--- src/rtl/cpm_exp.sv ---
// rtl/cpm_exp.sv - expands clipped OW-bit samples to DW bits through a 2-entry FIFO, counting boundary codes.
// Optional macro CPM_EXP_RND_EN: mid-rise reconstruction offset added after the scale-restore shift.
module cpm_exp #(
    parameter int DW = 12,
    parameter int OW = 8,
    parameter int SW = 3,
    parameter int CW = 16
) (
    input  logic          CLK,
    input  logic          RST,
    input  logic [SW-1:0] CFG_SHF,
    input  logic          CFG_CLR,
    input  logic          IN_VLD,
    output logic          IN_RDY,
    input  logic [OW-1:0] IN_DAT,
    output logic          OUT_VLD,
    input  logic          OUT_RDY,
    output logic [DW-1:0] OUT_DAT,
    output logic [CW-1:0] EDGE_CNT,
    output logic          EDGE_FLG
);

    localparam logic [SW-1:0] SHF_MAX  = SW'(DW - OW);
    localparam logic [OW-1:0] CODE_MIN = {1'b1, {(OW-1){1'b0}}};
    localparam logic [OW-1:0] CODE_MAX = ~CODE_MIN;
    localparam logic [CW-1:0] CNT_MAX  = '1;
    localparam logic [DW-1:0] ONE      = DW'(1);

    logic [1:0]    cnt_q, cnt_d;
    logic [DW-1:0] head_q, head_d;
    logic [DW-1:0] tail_q, tail_d;
    logic          out_vld_q, out_vld_d;
    logic [CW-1:0] ecnt_q, ecnt_d;
    logic          eflg_q, eflg_d;

    logic          acc, pop, bnd;
    logic [SW-1:0] shf_eff;
    logic [DW-1:0] sext, expd;

    // Ready is a pure function of occupancy (plus reset), never of OUT_RDY.
    assign IN_RDY   = ~RST & (cnt_q != 2'd2);
    assign OUT_VLD  = out_vld_q;
    assign OUT_DAT  = head_q;
    assign EDGE_CNT = ecnt_q;
    assign EDGE_FLG = eflg_q;

    assign acc = IN_VLD & IN_RDY;
    assign pop = out_vld_q & OUT_RDY;
    assign bnd = (IN_DAT == CODE_MIN) || (IN_DAT == CODE_MAX);

    always_comb begin
        shf_eff = (CFG_SHF > SHF_MAX) ? SHF_MAX : CFG_SHF;
        sext    = {{(DW-OW){IN_DAT[OW-1]}}, IN_DAT};
`ifdef CPM_EXP_RND_EN
        // (1<<s)>>1 is 2^(s-1) for s>0 and zero for s=0.
        expd    = (sext << shf_eff) + ((ONE << shf_eff) >> 1);
`else
        expd    = sext << shf_eff;
`endif
    end

    always_comb begin
        cnt_d  = cnt_q;
        head_d = head_q;
        tail_d = tail_q;
        case ({acc, pop})
            2'b10: begin
                if (cnt_q == 2'd0) head_d = expd;
                else               tail_d = expd;
                cnt_d = cnt_q + 2'd1;
            end
            2'b01: begin
                if (cnt_q == 2'd2) head_d = tail_q;
                cnt_d = cnt_q - 2'd1;
            end
            // Simultaneous accept and pop only occurs at occupancy 1.
            2'b11: head_d = expd;
            default: ;
        endcase
        out_vld_d = (cnt_d != 2'd0);

        ecnt_d = ecnt_q;
        if (CFG_CLR)
            ecnt_d = '0;
        else if (acc && bnd && (ecnt_q != CNT_MAX))
            ecnt_d = ecnt_q + CW'(1);
        eflg_d = acc ? bnd : eflg_q;
    end

    always_ff @(posedge CLK or posedge RST) begin
        if (RST) begin
            cnt_q     <= 2'd0;
            head_q    <= '0;
            tail_q    <= '0;
            out_vld_q <= 1'b0;
            ecnt_q    <= '0;
            eflg_q    <= 1'b0;
        end else begin
            cnt_q     <= cnt_d;
            head_q    <= head_d;
            tail_q    <= tail_d;
            out_vld_q <= out_vld_d;
            ecnt_q    <= ecnt_d;
            eflg_q    <= eflg_d;
        end
    end

endmodule
--- config.mk ---
export PLATFORM = sky130hd
export DESIGN_NAME = cpm_exp
export DESIGN_NICKNAME = d
export VERILOG_FILES = /design/src/rtl/cpm_exp.sv
export SDC_FILE = /design/constraint.sdc
export NUM_CORES = 1
export LEC_CHECK = 0
export CORE_ASPECT_RATIO = 2
export CORE_UTILIZATION = 35
export DETAILED_ROUTE_END_ITERATION = 8
export GPL_TIMING_DRIVEN = 0
export PLACE_DENSITY = 0.62
export SYNTH_ARGS = -nofsm -noshare
export SYNTH_HDL_FRONTEND = slang
export SYNTH_SLANG_ARGS = --single-unit
--- constraint.sdc ---
create_clock -name CLK -period 2.1 [get_ports CLK]
set_input_delay 0.315 -clock CLK [delete_from_list [all_inputs] [get_ports CLK]]
set_output_delay 0.315 -clock CLK [all_outputs]
set_load 0.005 [all_outputs]
==> flow_results.xml <==
<?xml version="1.0" encoding="UTF-8"?>
<metrics>
  <group name="final_layout">
    <metric name="n_antenna_cell" unit="">0</metric>
    <metric name="multi_input_comb_area" unit="mm²">0.001338</metric>
    <metric name="flow.area_growth_from_synthesis" unit="%">35.73</metric>
    <metric name="finish.net_count" unit="">342</metric>
    <metric name="fraction_of_layout_cells_with_a_size_suffix_above_1" unit="%">20.43</metric>
    <metric name="fill_cells" unit="">697</metric>
    <metric name="seq_area" unit="mm²">0.001102</metric>
  </group>
  <group name="floorplanning">
    <metric name="total_die_area" unit="mm²">0.007424</metric>
    <metric name="core_area" unit="mm²">0.006887</metric>
    <metric name="ios" unit="">47</metric>
    <metric name="fp.dieH" unit="µm">120.9</metric>
    <metric name="horizontal_extent_of_the_die" unit="µm">61.43</metric>
    <metric name="fp-row-count" unit="">43</metric>
    <metric name="initial_core_utilization" unit="%">35.90</metric>
  </group>
  <group name="drt">
    <metric name="vias" unit="">2210</metric>
    <metric name="routedWlPerCell" unit="µm">14.98</metric>
    <metric name="number_of_nets_with_antenna_violations_after_routing" unit="">0</metric>
    <metric name="initialDrtViolationCount" unit="">108</metric>
    <metric name="drcViolationCount" unit="">0</metric>
    <metric name="post_drt_via_cell_ratio" unit="">5.351</metric>
    <metric name="drt-pass1-iter-count" unit="">4</metric>
    <metric name="routed_wirelength" unit="mm">6.186</metric>
  </group>
  <group name="cts">
    <metric name="clock_sinks" unit="">44</metric>
    <metric name="cts_buffer_depth" unit="">2</metric>
    <metric name="cts_tree" unit="">built</metric>
    <metric name="cts_made_buffers" unit="">5</metric>
    <metric name="h_tree_lvls" unit="">2</metric>
    <metric name="clkLatencyLatePin" unit="ns">0.29</metric>
    <metric name="cts.reportedPaths.clkPinSlew" unit="ns">0.06</metric>
    <metric name="cts.root.buffer_cell" unit="">sky130_fd_sc_hd__clkbuf_16</metric>
    <metric name="holdBufCountCts" unit="">0</metric>
  </group>
  <group name="synthesis">
    <metric name="yosys_warnings" unit="">0</metric>
    <metric name="largest_family_of_logic_cells_by_synthesized_area" unit="">compound AO/OA/AOI/OAI gates</metric>
    <metric name="syn_nets" unit="">284</metric>
    <metric name="synth_largest_area_cell" unit="">sky130_fd_sc_hd__dfrtp_1</metric>
    <metric name="synth_most_common_cell" unit="">sky130_fd_sc_hd__dfrtp_1</metric>
    <metric name="synth_simple_gate_area_share" unit="%">19.33</metric>
    <metric name="syn_area" unit="mm²">0.002472</metric>
    <metric name="synth.area.top_cells" unit="">sky130_fd_sc_hd__dfrtp_1 (45%), sky130_fd_sc_hd__a21oi_1 (6.3%), sky130_fd_sc_hd__o21ai_0 (5.7%), sky130_fd_sc_hd__mux2_2 (3.6%), sky130_fd_sc_hd__nand2_1 (3.0%)</metric>
    <metric name="number_of_synthesized_register_bits" unit="">44</metric>
    <metric name="ranking_of_synthesized_cells_by_instance_count" unit="">sky130_fd_sc_hd__dfrtp_1 (44), sky130_fd_sc_hd__a21oi_1 (31), sky130_fd_sc_hd__o21ai_0 (28), sky130_fd_sc_hd__nand2_1 (20), sky130_fd_sc_hd__nor2_1 (20)</metric>
    <metric name="post_synth_mux_area_share" unit="%">9.211</metric>
    <metric name="synth-async-reset-ratio" unit="%">100.0</metric>
    <metric name="post_synth_adder_cell_area" unit="%">2.024</metric>
    <metric name="ys.flop_type" unit="">sky130_fd_sc_hd__dfrtp_1</metric>
    <metric name="synth.top_cell.area_share" unit="%">44.53</metric>
    <metric name="synthXorXnorAreaFrac" unit="%">1.063</metric>
    <metric name="synth.distinct_cells" unit="">46</metric>
    <metric name="share_of_the_synthesized_area_in_compound_gates_ao_oa_aoi_oai" unit="%">19.43</metric>
    <metric name="seq_area_frac_synth" unit="%">44.53</metric>
    <metric name="synth_enable_flop_cells" unit="">0</metric>
    <metric name="syn-mean-instance-area" unit="µm²">9.365</metric>
    <metric name="gate_count_post_synth" unit="">264</metric>
  </group>
  <group name="sta">
    <metric name="timing.final.max_slew_violations" unit="">0</metric>
    <metric name="final.period_utilization" unit="%">98.06</metric>
    <metric name="finalCriticalPeriod" unit="ns">2.059</metric>
    <metric name="final.hold.worst_slack" unit="ns">0.006785</metric>
    <metric name="fin_ws" unit="ns">0.04080</metric>
    <metric name="fmax" unit="MHz">485.6</metric>
    <metric name="finalClockSkew" unit="ns">0.005210</metric>
    <metric name="setup_viol_count_final" unit="">0</metric>
    <metric name="report.final.hold_viol_count" unit="">0</metric>
    <metric name="tightest_slew" unit="ns">0.6247</metric>
    <metric name="relative_max_transition_margin" unit="%">58.35</metric>
  </group>
  <group name="power">
    <metric name="vdd.ir_drop.worst" unit="mV">0.4860</metric>
    <metric name="p_leak" unit="nW">1.371</metric>
    <metric name="pwr_density_cell" unit="mW/mm²">932.5</metric>
  </group>
  <group name="global_routing">
    <metric name="grt_max_degree" unit="">38</metric>
    <metric name="first_global_vias" unit="">2168</metric>
    <metric name="antenna_found_initial" unit="">0</metric>
    <metric name="track_usage" unit="%">18.54</metric>
    <metric name="overflow" unit="">0</metric>
    <metric name="grt_pass1_wl" unit="mm">10.13</metric>
  </group>
  <group name="worst_setup_path">
    <metric name="cp_data_arrival_time" unit="ns">2.28</metric>
    <metric name="critPathSlowestCell" unit="">sky130_fd_sc_hd__or4_4</metric>
    <metric name="worst_setup_path_end_kind" unit="">register</metric>
    <metric name="cp_data_required_time" unit="ns">2.32</metric>
    <metric name="critical-path-max-stage-delay" unit="ns">0.50</metric>
    <metric name="crit_path_max_fanout" unit="">9</metric>
    <metric name="path_cells" unit="">ha_2 &gt; and2_4 &gt; buf_6 &gt; and3_1 &gt; and4b_2 &gt; or4_4 &gt; a21oi_2</metric>
    <metric name="start_kind" unit="">register</metric>
    <metric name="critical_setup_path_kind" unit="">register to register</metric>
  </group>
  <group name="placed_design">
    <metric name="dp_worst_setup_slack" unit="ns">-0.6814</metric>
    <metric name="portBuffers" unit="">44</metric>
    <metric name="dp_hpwl" unit="mm">4.594</metric>
    <metric name="place_congestion" unit="">0.8300</metric>
  </group>
  <group name="worst_hold_path">
    <metric name="holdCritPathClass" unit="">input pin to asynchronous set/reset pin</metric>
  </group>
  <group name="run_status">
    <metric name="run_status" unit="">complete, no violations</metric>
  </group>
  <group name="job">
    <metric name="max_cap_viol_count" unit="">0</metric>
  </group>
</metrics>
layer usage:
layer	GRT usage, %	vias to the layer above	share of wire, %
met5	0	-	0
met4	9.306	0	2.9
met3	3.092	12	2.5
met2	33.56	54	57
met1	19.38	1065	38
li1	-	1079	-
cell families (layout without fill, tap and decap cells):
kind of cell    count (synthesis)  in the layout
simple gates                   88             88
compound gates                 82             82
flops                          44             44
buf+inv                        25             84
mux                            18             18
fa+ha+maj                       4              4
xor+xnor                        3              3
timing repair:
item	4_1_cts	5_1_grt
pin swaps	1	5
resized for setup	15	25
setup endpoints to repair	21	35
hold endpoints to repair	0	0
gates cloned	1	0
buffers inserted	3	3
cells in the final DEF, fill, tap and decap left out, drive strengths merged, types with 2 or more instances in the layout:
cell type,count
nand3,6
and2,2
mux2,8
a211oi,3
buf,11
dlymetal6s2s,5
nand2,20
o21ai,29
ha,4
or4,8
o31ai,8
nand2b,4
dfrtp,44
or3,8
and3,5
o21a,2
clkbuf,20
mux2i,7
and4b,2
a21oi,32
nand4b,2
mux4,3
nand4,5
clkdlybuf4s50,39
xnor2,2
inv,8
o211ai,3
nor2,20
cell type report:
cell class,count,share of cell area [%]
buffer,16,2.908
clock buffer,7,4.251
clock inverter,1,0.2237
inverter,8,0.8949
multi-input combinational,195,39.86
sequential,44,32.85
tap,90,3.356
timing repair buffer,52,15.66
registers in the layout, indices dropped and copies added (netlist names):
name / flops
EDGE_FLG: 1
EDGE_CNT: 16
cnt_q: 2
OUT_VLD: 1
OUT_DAT: 12
tail_q: 12
where the power goes:
group / internal (mW) / switching [mW] / leakage [nW]
clock network: 0.474 / 0.325 / 0.0701
registers: 1.10 / 0.134 / 0.566
logic: 0.594 / 0.502 / 0.735
total: 2.17 / 0.961 / 1.37
critical path: cells and delay by family (launching register included):
family	cells	cell delay (ns)
flops	1	0.40
simple gates	4	1.13
buf+inv	1	0.13
compound gates	1	0.14
fa+ha+maj	1	0.19
per-stage QoR:
stage	util [%]	cells	total power [mW]	TNS [ns]	cell area [µm²]
4_1_cts	47.31	410	3.114	0	3258
5_1_grt	48.73	413	3.340	-0.007070	3356
3_5_place_dp	44.22	399	2.237	-11.34	3045
3_3_place_gp	43.93	398	2.207	-22.58	3025
2_1_floorplan	-	264	1.773	0	2472
6_report	48.73	413	3.129	0	3356
final timing paths:
path / startpoint / to / slack (ns) / cells after the start
setup reg to reg: EDGE_CNT[0]$_DFFE_PP0P_ / EDGE_CNT[6]$_DFFE_PP0P_ / 0.04 / 7
setup / recovery: EDGE_CNT[0]$_DFFE_PP0P_ / EDGE_CNT[6]$_DFFE_PP0P_ / 0.04 / 7
hold / removal: RST / OUT_VLD$_DFF_PP0_ / 0.007 / 2
max in group asynchronous: RST / EDGE_CNT[14]$_DFFE_PP0P_ / 1.64 / 3
hold reg to reg: tail_q[4]$_DFFE_PP0P_ / tail_q[4]$_DFFE_PP0P_ / 0.48 / 2
min in group CLK: CFG_CLR / EDGE_CNT[11]$_DFFE_PP0P_ / 0.38 / 2
No activity file was read; power rests on OpenSTA's default activity.
